`config.mk`:
```
export PLATFORM = sky130hd
export DESIGN_NAME = wshb_arbiter
export DESIGN_NICKNAME = d
export VERILOG_FILES = /design/src/rtl/wshb_pkg.sv /design/src/rtl/wshb_arb_fsm.sv /design/src/rtl/wshb_arbiter.sv
export SDC_FILE = /design/constraint.sdc
export NUM_CORES = 1
export LEC_CHECK = 0
export ABC_AREA = 1
export BUFFER_PORTS_ARGS = -buffer_cell sky130_fd_sc_hd__buf_2
export CAP_MARGIN = 0
export CORE_AREA = 8 8 115 117
export DETAILED_ROUTE_END_ITERATION = 8
export DIE_AREA = 0 0 123 125
export SLEW_MARGIN = 30
export SYNTH_ARGS = -nofsm -noshare
export SYNTH_HDL_FRONTEND = slang
export SYNTH_SLANG_ARGS = --single-unit
```
`constraint.sdc`:
```
create_clock -name clk -period 4.85 [get_ports clk]
set_clock_uncertainty 0.1 [all_clocks]
set_input_delay 0.97 -clock clk [delete_from_list [all_inputs] [get_ports clk]]
set_output_delay 0.97 -clock clk [all_outputs]
set_load 0.005 [all_outputs]
```
`src/rtl/wshb_pkg.sv`:
```
// ============================================================================
//  wshb_pkg : shared types and widths for the Wishbone two-master arbiter
//  Revision : 1.0
// ============================================================================
`default_nettype none

package wshb_pkg;

  localparam int WSHB_AW   = 32;
  localparam int WSHB_DW   = 32;
  localparam int WSHB_SELW = 4;

  typedef enum logic [1:0] {
    IDLE = 2'd0,
    G0   = 2'd1,
    G1   = 2'd2
  } arb_state_t;

  function automatic logic [1:0] grant_of(arb_state_t s);
    case (s)
      G0:      return 2'b01;
      G1:      return 2'b10;
      default: return 2'b00;
    endcase
  endfunction

endpackage

`default_nettype wire

```
`src/rtl/wshb_arb_fsm.sv`:
```
// ============================================================================
//  wshb_arb_fsm : grant state machine with bounded-burst round-robin
//  Optional     : WSHB_ARB_STATS_EN adds a preemption strobe for the counters
//  Revision     : 1.0
// ============================================================================
`default_nettype none

module wshb_arb_fsm
  import wshb_pkg::*;
#(
  parameter int MAX_BURST = 16
) (
  input  logic       clk,
  input  logic       rst,
  input  logic       m0_cyc_i,
  input  logic       m1_cyc_i,
  input  logic       s_ack_i,
  output logic [1:0] grant_o
`ifdef WSHB_ARB_STATS_EN
  ,
  output logic       preempt_o
`endif
);

  localparam logic [7:0] CNT_MAX = 8'(MAX_BURST - 1);

  arb_state_t state_q;
  logic [7:0] cnt_q;
  logic       last_q;   // 1: m1 was served last, so m0 wins a tie
  logic [1:0] grant_q;

  logic       own_cyc;
  logic       oth_cyc;
  arb_state_t oth_state;
  logic       burst_done;

  always_comb begin
    own_cyc   = 1'b0;
    oth_cyc   = 1'b0;
    oth_state = IDLE;
    case (state_q)
      G0: begin
        own_cyc   = m0_cyc_i;
        oth_cyc   = m1_cyc_i;
        oth_state = G1;
      end
      G1: begin
        own_cyc   = m1_cyc_i;
        oth_cyc   = m0_cyc_i;
        oth_state = G0;
      end
      default: ;
    endcase
  end

  // Switching only on an ack cycle keeps every transfer whole.
  assign burst_done = s_ack_i && (cnt_q == CNT_MAX);

  always_ff @(posedge clk or posedge rst) begin
    if (rst) begin
      state_q <= IDLE;
      cnt_q   <= '0;
      last_q  <= 1'b1;
      grant_q <= 2'b00;
    end else begin
      case (state_q)
        IDLE: begin
          cnt_q <= '0;
          if (m0_cyc_i && (!m1_cyc_i || last_q)) begin
            state_q <= G0;
            grant_q <= grant_of(G0);
            last_q  <= 1'b0;
          end else if (m1_cyc_i) begin
            state_q <= G1;
            grant_q <= grant_of(G1);
            last_q  <= 1'b1;
          end
        end
        G0, G1: begin
          if (!own_cyc) begin
            cnt_q <= '0;
            if (oth_cyc) begin
              state_q <= oth_state;
              grant_q <= grant_of(oth_state);
              last_q  <= (oth_state == G1);
            end else begin
              state_q <= IDLE;
              grant_q <= 2'b00;
            end
          end else if (burst_done && oth_cyc) begin
            cnt_q   <= '0;
            state_q <= oth_state;
            grant_q <= grant_of(oth_state);
            last_q  <= (oth_state == G1);
          end else if (s_ack_i && (cnt_q != CNT_MAX)) begin
            cnt_q <= cnt_q + 8'd1;
          end
        end
        default: begin
          state_q <= IDLE;
          cnt_q   <= '0;
          grant_q <= 2'b00;
        end
      endcase
    end
  end

  assign grant_o = grant_q;

`ifdef WSHB_ARB_STATS_EN
  assign preempt_o = own_cyc && burst_done && oth_cyc;
`endif

endmodule

`default_nettype wire

```
`src/rtl/wshb_arbiter.sv`:
```
// ============================================================================
//  wshb_arbiter : two-master / one-slave Wishbone classic arbiter
//  Optional     : WSHB_ARB_STATS_EN adds ack and preemption counters
//  Revision     : 1.0
// ============================================================================
`default_nettype none

module wshb_arbiter
  import wshb_pkg::*;
#(
  parameter int MAX_BURST = 16,
  parameter int AW        = WSHB_AW,
  parameter int DW        = WSHB_DW
) (
  input  logic                 clk,
  input  logic                 rst,
  input  logic                 m0_cyc,
  input  logic                 m0_stb,
  input  logic                 m0_we,
  input  logic [AW-1:0]        m0_adr,
  input  logic [DW-1:0]        m0_dat_ms,
  input  logic [WSHB_SELW-1:0] m0_sel,
  output logic                 m0_ack,
  output logic [DW-1:0]        m0_dat_sm,
  input  logic                 m1_cyc,
  input  logic                 m1_stb,
  input  logic                 m1_we,
  input  logic [AW-1:0]        m1_adr,
  input  logic [DW-1:0]        m1_dat_ms,
  input  logic [WSHB_SELW-1:0] m1_sel,
  output logic                 m1_ack,
  output logic [DW-1:0]        m1_dat_sm,
  output logic                 s_cyc,
  output logic                 s_stb,
  output logic                 s_we,
  output logic [AW-1:0]        s_adr,
  output logic [DW-1:0]        s_dat_ms,
  output logic [WSHB_SELW-1:0] s_sel,
  input  logic                 s_ack,
  input  logic [DW-1:0]        s_dat_sm,
  output logic [1:0]           grant
`ifdef WSHB_ARB_STATS_EN
  ,
  output logic [31:0]          m0_ack_cnt,
  output logic [31:0]          m1_ack_cnt,
  output logic [15:0]          preempt_cnt
`endif
);

`ifdef WSHB_ARB_STATS_EN
  logic preempt;
`endif

  wshb_arb_fsm #(
    .MAX_BURST (MAX_BURST)
  ) u_fsm (
    .clk       (clk),
    .rst       (rst),
    .m0_cyc_i  (m0_cyc),
    .m1_cyc_i  (m1_cyc),
    .s_ack_i   (s_ack),
    .grant_o   (grant)
`ifdef WSHB_ARB_STATS_EN
    ,
    .preempt_o (preempt)
`endif
  );

  // Grant is registered, so reset drops s_cyc/s_stb without waiting for a clock.
  always_comb begin
    s_cyc    = 1'b0;
    s_stb    = 1'b0;
    s_we     = 1'b0;
    s_adr    = '0;
    s_dat_ms = '0;
    s_sel    = '0;
    m0_ack   = 1'b0;
    m1_ack   = 1'b0;
    case (grant)
      2'b01: begin
        s_cyc    = m0_cyc;
        s_stb    = m0_stb;
        s_we     = m0_we;
        s_adr    = m0_adr;
        s_dat_ms = m0_dat_ms;
        s_sel    = m0_sel;
        m0_ack   = s_ack;
      end
      2'b10: begin
        s_cyc    = m1_cyc;
        s_stb    = m1_stb;
        s_we     = m1_we;
        s_adr    = m1_adr;
        s_dat_ms = m1_dat_ms;
        s_sel    = m1_sel;
        m1_ack   = s_ack;
      end
      default: ;
    endcase
  end

  assign m0_dat_sm = s_dat_sm;
  assign m1_dat_sm = s_dat_sm;

`ifdef WSHB_ARB_STATS_EN
  logic [31:0] m0_ack_cnt_q;
  logic [31:0] m1_ack_cnt_q;
  logic [15:0] preempt_cnt_q;

  always_ff @(posedge clk or posedge rst) begin
    if (rst) begin
      m0_ack_cnt_q  <= '0;
      m1_ack_cnt_q  <= '0;
      preempt_cnt_q <= '0;
    end else begin
      if (m0_ack)  m0_ack_cnt_q  <= m0_ack_cnt_q + 32'd1;
      if (m1_ack)  m1_ack_cnt_q  <= m1_ack_cnt_q + 32'd1;
      if (preempt) preempt_cnt_q <= preempt_cnt_q + 16'd1;
    end
  end

  assign m0_ack_cnt  = m0_ack_cnt_q;
  assign m1_ack_cnt  = m1_ack_cnt_q;
  assign preempt_cnt = preempt_cnt_q;
`endif

endmodule

`default_nettype wire

```
==> impl_metrics.json, run 1 <==
{
  "status": "finished clean",
  "drt_pass1_iterations": 4,
  "cts.clk_slew.worst_paths_ns": 0.05,
  "cts_tree": "built",
  "cts-htree-levels": 1,
  "clk_latency_ns": 0.24,
  "diodes": 0,
  "avgRoutedWirePerCell_microns": 14.4,
  "gp_congestion": 0.800,
  "num_rows": 40,
  "cp-start-kind": "flop",
  "fp.dieArea_sq_um": 15400,
  "syn_nets": 628,
  "grt_antenna_before_repair": 0,
  "wl_mm": 10.5,
  "cts_hold_buffers": 0,
  "hp-class": "flop to flop",
  "slew_viol_final": 0,
  "worst-path-buf-inv": 3,
  "grt_pass1_wl_mm": 15.8,
  "stdcell_count": 726,
  "coreArea_sq_um": 11600,
  "crit_fanout": 38,
  "slowest_delay_ns": 0.69,
  "drc_errors": 0,
  "regArea_sq_um": 302,
  "layout.nets": 765,
  "ant_nets": 0,
  "drive_above_1_share": 0.423,
  "dp_hpwl_mm": 8.69,
  "multi_input_area_sq_um": 1450,
  "powerDensity_nw_per_um2": 386,
  "final_cell_mix": "buf_2, nand2_1, a21oi_1, inv_1, nor2_1",
  "rsz0062_at_grt": "false",
  "setup_viol": 0,
  "start_util": 0.209,
  "slew_headroom": 0.496,
  "timing.max_cap.violations": 0,
  "yosysTopAreaCell": "nand2_1",
  "post-place-ws_ns": 1.59,
  "fillers": 1331,
  "areaGrowthSynthToFinish_pct": 33.4,
  "max_freq_ghz": 0.291,
  "synth_top_area_frac": 0.292,
  "crit_type": "flop to output port",
  "max-vdd-ir-drop_v": 0.000286,
  "io_pins": 316,
  "grt_max_degree": 40,
  "syn_area_sq_um": 2430,
  "tns_ns": 0,
  "synth-seq-cells": 12,
  "final_common_cell": "buf_2",
  "drt_iter0_markers": 91,
  "worstPathRequired_ns": 3.78,
  "ctsResizeCount": 0,
  "crit_arrival_ns": 2.37,
  "synthCells": 443,
  "vias_per_cell": 4.29,
  "static-leakage-power_uw": 0.00177,
  "overflow": 0,
  "via_count": 3117,
  "ys_seq_area_frac": 0.124,
  "cts-root-buf": "clkbuf_16",
  "post_cts_buffers": 0,
  "setup_ws_ns": 1.41,
  "period_share": 0.709,
  "ys_types": 27,
  "crit_chain": "inv_1, ha_2, buf_4, nand2_1, a21oi_1, buf_2",
  "avgSynthCellArea_sq_um": 5.48,
  "port_buffers": 219,
  "cts_buffer_depth": 2,
  "min_period_ns": 3.44,
  "die_x_microns": 123,
  "clock_sinks": 12,
  "r2r_slack_ns": 2.86,
  "cp_top_family": "buffers and inverters",
  "yosys-top-cells-area": "nand2_1, buf_4, a21oi_1",
  "die_y_microns": 125,
  "grt_pass1_vias": 3057,
  "numCtsBuffers": 3,
  "critPathCaptureType": "output port",
  "hold_viol_final": 0,
  "yosysWarnings": 0,
  "worst_path_max_delay_cell": "ha_2",
  "worstMarginPinSlew_ns": 0.756,
  "dp_cells": 722,
  "grt_use_total": 0.125
}
layout make-up:
cell class / count / area share
multi-input cells: 316 / 0.448
repair buffers: 222 / 0.345
flip-flops and latches: 12 / 0.0931
well taps: 147 / 0.0568
inverters: 25 / 0.0293
clock buffers: 4 / 0.0274
final timing paths:
| check | start | endpoint | cells after the start |
|---|---|---|---|
| setup / recovery | u_fsm.grant_o[0] | s_dat_ms[3] | 6 |
| hold / removal | u_fsm.last_q | u_fsm.last_q | 2 |
| setup reg to reg | u_fsm.grant_o[0] | u_fsm.cnt_q[7] | 7 |
| hold reg to reg | u_fsm.last_q | u_fsm.last_q | 2 |
| max in group asynchronous | rst | u_fsm.last_q | 2 |
| min in group asynchronous | rst | u_fsm.cnt_q[6] | 2 |
power breakdown:
part	switching [uW]	internal (uW)	total, uW
clock network	45.5	125	170
logic	602	339	941
registers	18.7	120	139
cell usage after synthesis:
cell type / number
nand2_1: 189
a21oi_1: 74
buf_4: 65
clkbuf_1: 22
inv_1: 18
nor2_1: 15
dfrtp_1: 11
ha_1: 8
nand3_1: 6
nand2_2: 4
nand4_1: 4
buf_2: 3
clkinv_1: 3
inv_2: 3
nand3_2: 3
nor3_1: 3
o21ai_0: 2
clkinv_2: 1
dfstp_2: 1
nand2_4: 1
nor2_2: 1
nor2_4: 1
nor3_2: 1
o21a_1: 1
o21ai_1: 1
o21ai_4: 1
xor2_1: 1
through the flow:
stage / hold slack [ns] / power (uW) / utilization / area, sq um
2_1_floorplan: 0.342 / 763 / - / 2430
3_3_place_gp: 0.350 / 1100 / 0.271 / 3150
3_5_place_dp: 0.366 / 1100 / 0.271 / 3150
4_1_cts: 0.370 / 1280 / 0.279 / 3240
5_1_grt: 0.380 / 1400 / 0.279 / 3240
6_report: 0.372 / 1250 / 0.279 / 3240
worst min-delay path: cells and delay by family, from the launching register on:
| family | cells | cell delay (ns) |
|---|---|---|
| flops | 1 | 0.37 |
| simple gates | 2 | 0.10 |
flip-flops by register name (all words and copies together) (netlist names):
name,count
u_fsm.cnt_q,8
u_fsm.last_q,1
u_fsm.state_q,1
u_fsm.grant_o,2
routing by layer:
metal | GRT usage | up-vias | wire length, microns
li1 | - | 1598 | -
met1 | 0.131 | 1297 | 3850
met2 | 0.223 | 193 | 4960
met3 | 0.0549 | 29 | 1490
met4 | 0.0305 | 0 | 168
met5 | 0 | - | 0
kinds of logic (layout without fill, tap and decap cells):
logic type / after synthesis / after routing / synth area share
buffers and inverters: 115 / 251 / 0.280
XOR/XNOR: 1 / 1 / 0.00361
AO/OA/AOI/OAI: 79 / 79 / 0.168
adder cells (fa/ha/maj): 8 / 8 / 0.0412
flip-flops: 12 / 12 / 0.124
AND/OR/NAND/NOR: 228 / 228 / 0.383
(Power assumes the default switching activity.)
==> inputs of run 2 (changes only) <==
==> constraint.sdc (replaced) <==
create_clock -name clk -period 3.6 [get_ports clk]
set_clock_uncertainty 0.1 [all_clocks]
set_input_delay 0.72 -clock clk [delete_from_list [all_inputs] [get_ports clk]]
set_output_delay 0.72 -clock clk [all_outputs]
set_load 0.005 [all_outputs]
==> impl_metrics.json, run 2 (synthesis gave the netlist of run 1 again) <==
{
  "status": "finished clean",
  "io_pins": 316,
  "gp_congestion": 0.816,
  "worst-path-buf-inv": 3,
  "grt_use_total": 0.130,
  "cts-root-buf": "clkbuf_16",
  "drc_errors": 0,
  "setup_viol": 0,
  "clock_sinks": 12,
  "port_buffers": 219,
  "via_count": 3147,
  "hp-class": "flop to flop",
  "place_area_sq_um": 3170,
  "static-leakage-power_uw": 0.00178,
  "numCtsBuffers": 3,
  "slowest_delay_ns": 0.45,
  "critPathCaptureType": "output port",
  "drt_pass1_iterations": 4,
  "grt_pass1_wl_mm": 16.1,
  "crit_fanout": 37,
  "utilization": 0.281,
  "grt_max_degree": 38,
  "tns_ns": 0,
  "drt_iter0_markers": 112,
  "final_common_cell": "buf_2",
  "overflow": 0,
  "cp_top_family": "buffers and inverters",
  "areaGrowthSynthToFinish_pct": 34.3,
  "max_freq_ghz": 0.378,
  "cts_hold_buffers": 0,
  "powerDensity_nw_per_um2": 519,
  "num_rows": 40,
  "cts_buffer_depth": 2,
  "worst_path_max_delay_cell": "dfrtp_1",
  "diodes": 0,
  "drive_above_1_share": 0.426,
  "crit_chain": "inv_1, ha_2, buf_4, nand2_1, a21oi_1, buf_2",
  "slew_viol_final": 0,
  "largest_register_ffs": 8,
  "hold_ws_ns": 0.365,
  "hold_viol_final": 0,
  "die_x_microns": 123,
  "met2_usage": 0.230,
  "layout.nets": 768,
  "avgRoutedWirePerCell_microns": 14.7,
  "vias_per_cell": 4.32,
  "fillers": 1323,
  "clk_latency_ns": 0.24,
  "period_share": 0.736,
  "ant_nets": 0,
  "crit_arrival_ns": 1.83,
  "ctsResizeCount": 0,
  "cts_tree": "built",
  "max-vdd-ir-drop_v": 0.000261,
  "use_met1": 0.130,
  "min_period_ns": 2.65,
  "post_cts_buffers": 0,
  "final_cell_mix": "buf_2, nand2_1, a21oi_1, inv_1, nor2_1",
  "regMostFlops": "u_fsm.cnt_q",
  "wl_mm": 10.7,
  "grt_pass1_vias": 3114,
  "start_util": 0.209,
  "worstPathRequired_ns": 2.78,
  "use_met3": 0.0621,
  "cp-start-kind": "flop",
  "design_area_sq_um": 3260,
  "dp_hpwl_mm": 9.00,
  "slew_headroom": 0.679,
  "rsz0062_at_grt": "false",
  "die_y_microns": 125,
  "fp.dieArea_sq_um": 15400,
  "coreArea_sq_um": 11600,
  "grt_antenna_before_repair": 0,
  "timing.max_cap.violations": 0,
  "cts.clk_slew.worst_paths_ns": 0.04,
  "worstMarginPinSlew_ns": 0.481,
  "crit_type": "flop to output port",
  "cts-htree-levels": 1,
  "grt.busiest_layer": "met2"
}
[run 2: worst paths after layout]
path,startpoint,endpoint,slack [ns],cells past startpoint
max in group asynchronous,rst,u_fsm.last_q,2.66,2
min in group asynchronous,rst,u_fsm.cnt_q[7],0.39,2
worst max register to register,u_fsm.grant_o[0],u_fsm.cnt_q[7],1.61,7
worst min-delay path,u_fsm.last_q,u_fsm.last_q,0.36,2
worst min register to register,u_fsm.last_q,u_fsm.last_q,0.36,2
worst max-delay path,u_fsm.grant_o[0],s_dat_ms[20],0.95,6
[run 2: power breakdown]
| group | internal, uW | switching [uW] |
|---|---|---|
| Clock | 168 | 61.1 |
| Sequential | 162 | 23.7 |
| Combinational | 462 | 817 |
| Total | 792 | 901 |
[run 2: cell type report]
class	instances	area, sq um	share of cell area
sequential	12	302	0.0924
timing repair buffer	225	1140	0.350
tap	147	184	0.0564
multi-input combinational	316	1450	0.445
clock buffer	4	88.8	0.0272
inverter	25	95.1	0.0291
[run 2: routing by layer]
layer,vias up,share of wire
met5,-,0
met4,0,0.018
met3,29,0.14
met2,180,0.48
met1,1339,0.36
li1,1599,-
[run 2: worst register-to-register path, cell delays in order (launching register included)]
cell and delay, ns:
dfrtp_1 0.45, inv_1 0.12, ha_1 0.48, nand2_1 0.21
nor2_2 0.32, nand2_1 0.09, nand2_1 0.07, nand2_1 0.04
[run 2: through the flow]
step / total power [uW] / cells / worst slack, ns
finish: 1690 / 729 / 0.951
global route: 1900 / 729 / 0.822
floorplan: 1030 / 443 / 1.42
CTS: 1740 / 729 / 0.931
global placement: 1500 / 725 / 1.23
detailed placement: 1500 / 725 / 1.20
==> inputs of run 3 (changes only) <==
==> constraint.sdc (replaced) <==
create_clock -name clk -period 2.65 [get_ports clk]
set_clock_uncertainty 0.1 [all_clocks]
set_input_delay 0.53 -clock clk [delete_from_list [all_inputs] [get_ports clk]]
set_output_delay 0.53 -clock clk [all_outputs]
set_load 0.005 [all_outputs]
==> impl_metrics.json, run 3 (synthesis gave the netlist of run 1 again) <==
{
  "status": "finished clean",
  "worst_path_max_delay_cell": "dfrtp_1",
  "grt_pass1_vias": 3056,
  "fillers": 1332,
  "fp.dieArea_sq_um": 15400,
  "drt_pass1_iterations": 4,
  "min_period_ns": 2.44,
  "largest_register_ffs": 8,
  "cts-root-buf": "clkbuf_16",
  "crit_chain": "inv_1, ha_2, buf_4, nand2_1, a21oi_1, buf_2",
  "p_total_uw": 2360,
  "setup_viol": 0,
  "period_share": 0.919,
  "grt_use_total": 0.127,
  "final_common_cell": "buf_2",
  "coreArea_sq_um": 11600,
  "num_rows": 40,
  "final_cell_mix": "buf_2, nand2_1, a21oi_1, inv_1, nor2_1",
  "utilization": 0.283,
  "port_buffers": 219,
  "overflow": 0,
  "static-leakage-power_uw": 0.00179,
  "use_met3": 0.0581,
  "crit_type": "flop to output port",
  "timing.max_cap.violations": 0,
  "drive_above_1_share": 0.426,
  "met2_usage": 0.226,
  "grt_antenna_before_repair": 0,
  "ant_nets": 0,
  "hold_viol_final": 0,
  "max-vdd-ir-drop_v": 0.000422,
  "gp_congestion": 0.768,
  "powerDensity_nw_per_um2": 719,
  "slew_headroom": 0.651,
  "grt_max_degree": 73,
  "place_area_sq_um": 3200,
  "start_util": 0.209,
  "rsz0062_at_grt": "false",
  "grt_pass1_wl_mm": 16.0,
  "post_cts_buffers": 0,
  "avgRoutedWirePerCell_microns": 14.6,
  "cts_hold_buffers": 0,
  "clock_sinks": 12,
  "cts_buffer_depth": 2,
  "diodes": 0,
  "slowest_delay_ns": 0.46,
  "die_x_microns": 123,
  "cp-start-kind": "flop",
  "drt_iter0_markers": 132,
  "wl_mm": 10.6,
  "worstPathRequired_ns": 2.02,
  "hp-class": "input pin to asynchronous set/reset pin",
  "drc_errors": 0,
  "worst-path-buf-inv": 3,
  "areaGrowthSynthToFinish_pct": 35.3,
  "via_count": 3121,
  "grt.busiest_layer": "met2",
  "tns_ns": 0,
  "worstMarginPinSlew_ns": 0.523,
  "cts-htree-levels": 1,
  "dp_hpwl_mm": 8.76,
  "clk_latency_ns": 0.24,
  "cp_top_family": "buffers and inverters",
  "crit_fanout": 31,
  "max_freq_ghz": 0.411,
  "ctsResizeCount": 0,
  "slew_viol_final": 0,
  "die_y_microns": 125,
  "io_pins": 316,
  "numCtsBuffers": 3,
  "critPathCaptureType": "output port",
  "regMostFlops": "u_fsm.cnt_q",
  "cts_tree": "built",
  "crit_arrival_ns": 1.81,
  "use_met1": 0.135,
  "vias_per_cell": 4.28,
  "cts.clk_slew.worst_paths_ns": 0.05,
  "layout.nets": 768,
  "design_area_sq_um": 3290
}
-- run 3: worst paths after layout --
kind,start,endpoint,slack (ns),cells past startpoint
max in group asynchronous,rst,u_fsm.last_q,1.87,2
worst max register to register,u_fsm.grant_o[0],u_fsm.cnt_q[7],0.60,7
worst max-delay path,u_fsm.grant_o[0],s_adr[10],0.21,6
min in group clk,u_fsm.last_q,u_fsm.last_q,0.37,2
worst min register to register,u_fsm.last_q,u_fsm.last_q,0.37,2
worst min-delay path,rst,u_fsm.cnt_q[0],0.22,2
-- run 3: final cells by class --
| class | count | area [sq um] | area share |
|---|---|---|---|
| Sequential cell | 12 | 302 | 0.0917 |
| Clock buffer | 4 | 88.8 | 0.0270 |
| Inverter | 25 | 95.1 | 0.0289 |
| Timing Repair Buffer | 225 | 1170 | 0.355 |
| Multi-Input combinational cell | 316 | 1450 | 0.442 |
| Tap cell | 147 | 184 | 0.0559 |
-- run 3: per-stage QoR --
stage               std cells  setup slack [ns]  hold WS [ns]
detailed placement        725             0.437         0.362
global placement          725             0.472         0.357
finish                    729             0.214         0.217
floorplan                 443             0.662         0.294
CTS                       729             0.181         0.239
global route              729            0.0502         0.270
-- run 3: metal layers --
layer  vias to the layer above  share of wire
met2                       174           0.47
li1                       1601              -
met5                         -              0
met3                        27           0.13
met1                      1319           0.38
met4                         0          0.015
-- run 3: power breakdown --
| part | leakage [uW] | total (uW) | internal (uW) | switching (uW) |
|---|---|---|---|---|
| clock | 0.0000442 | 312 | 228 | 83.4 |
| combinational | 0.00158 | 1800 | 671 | 1130 |
| sequential | 0.000160 | 254 | 220 | 34.2 |
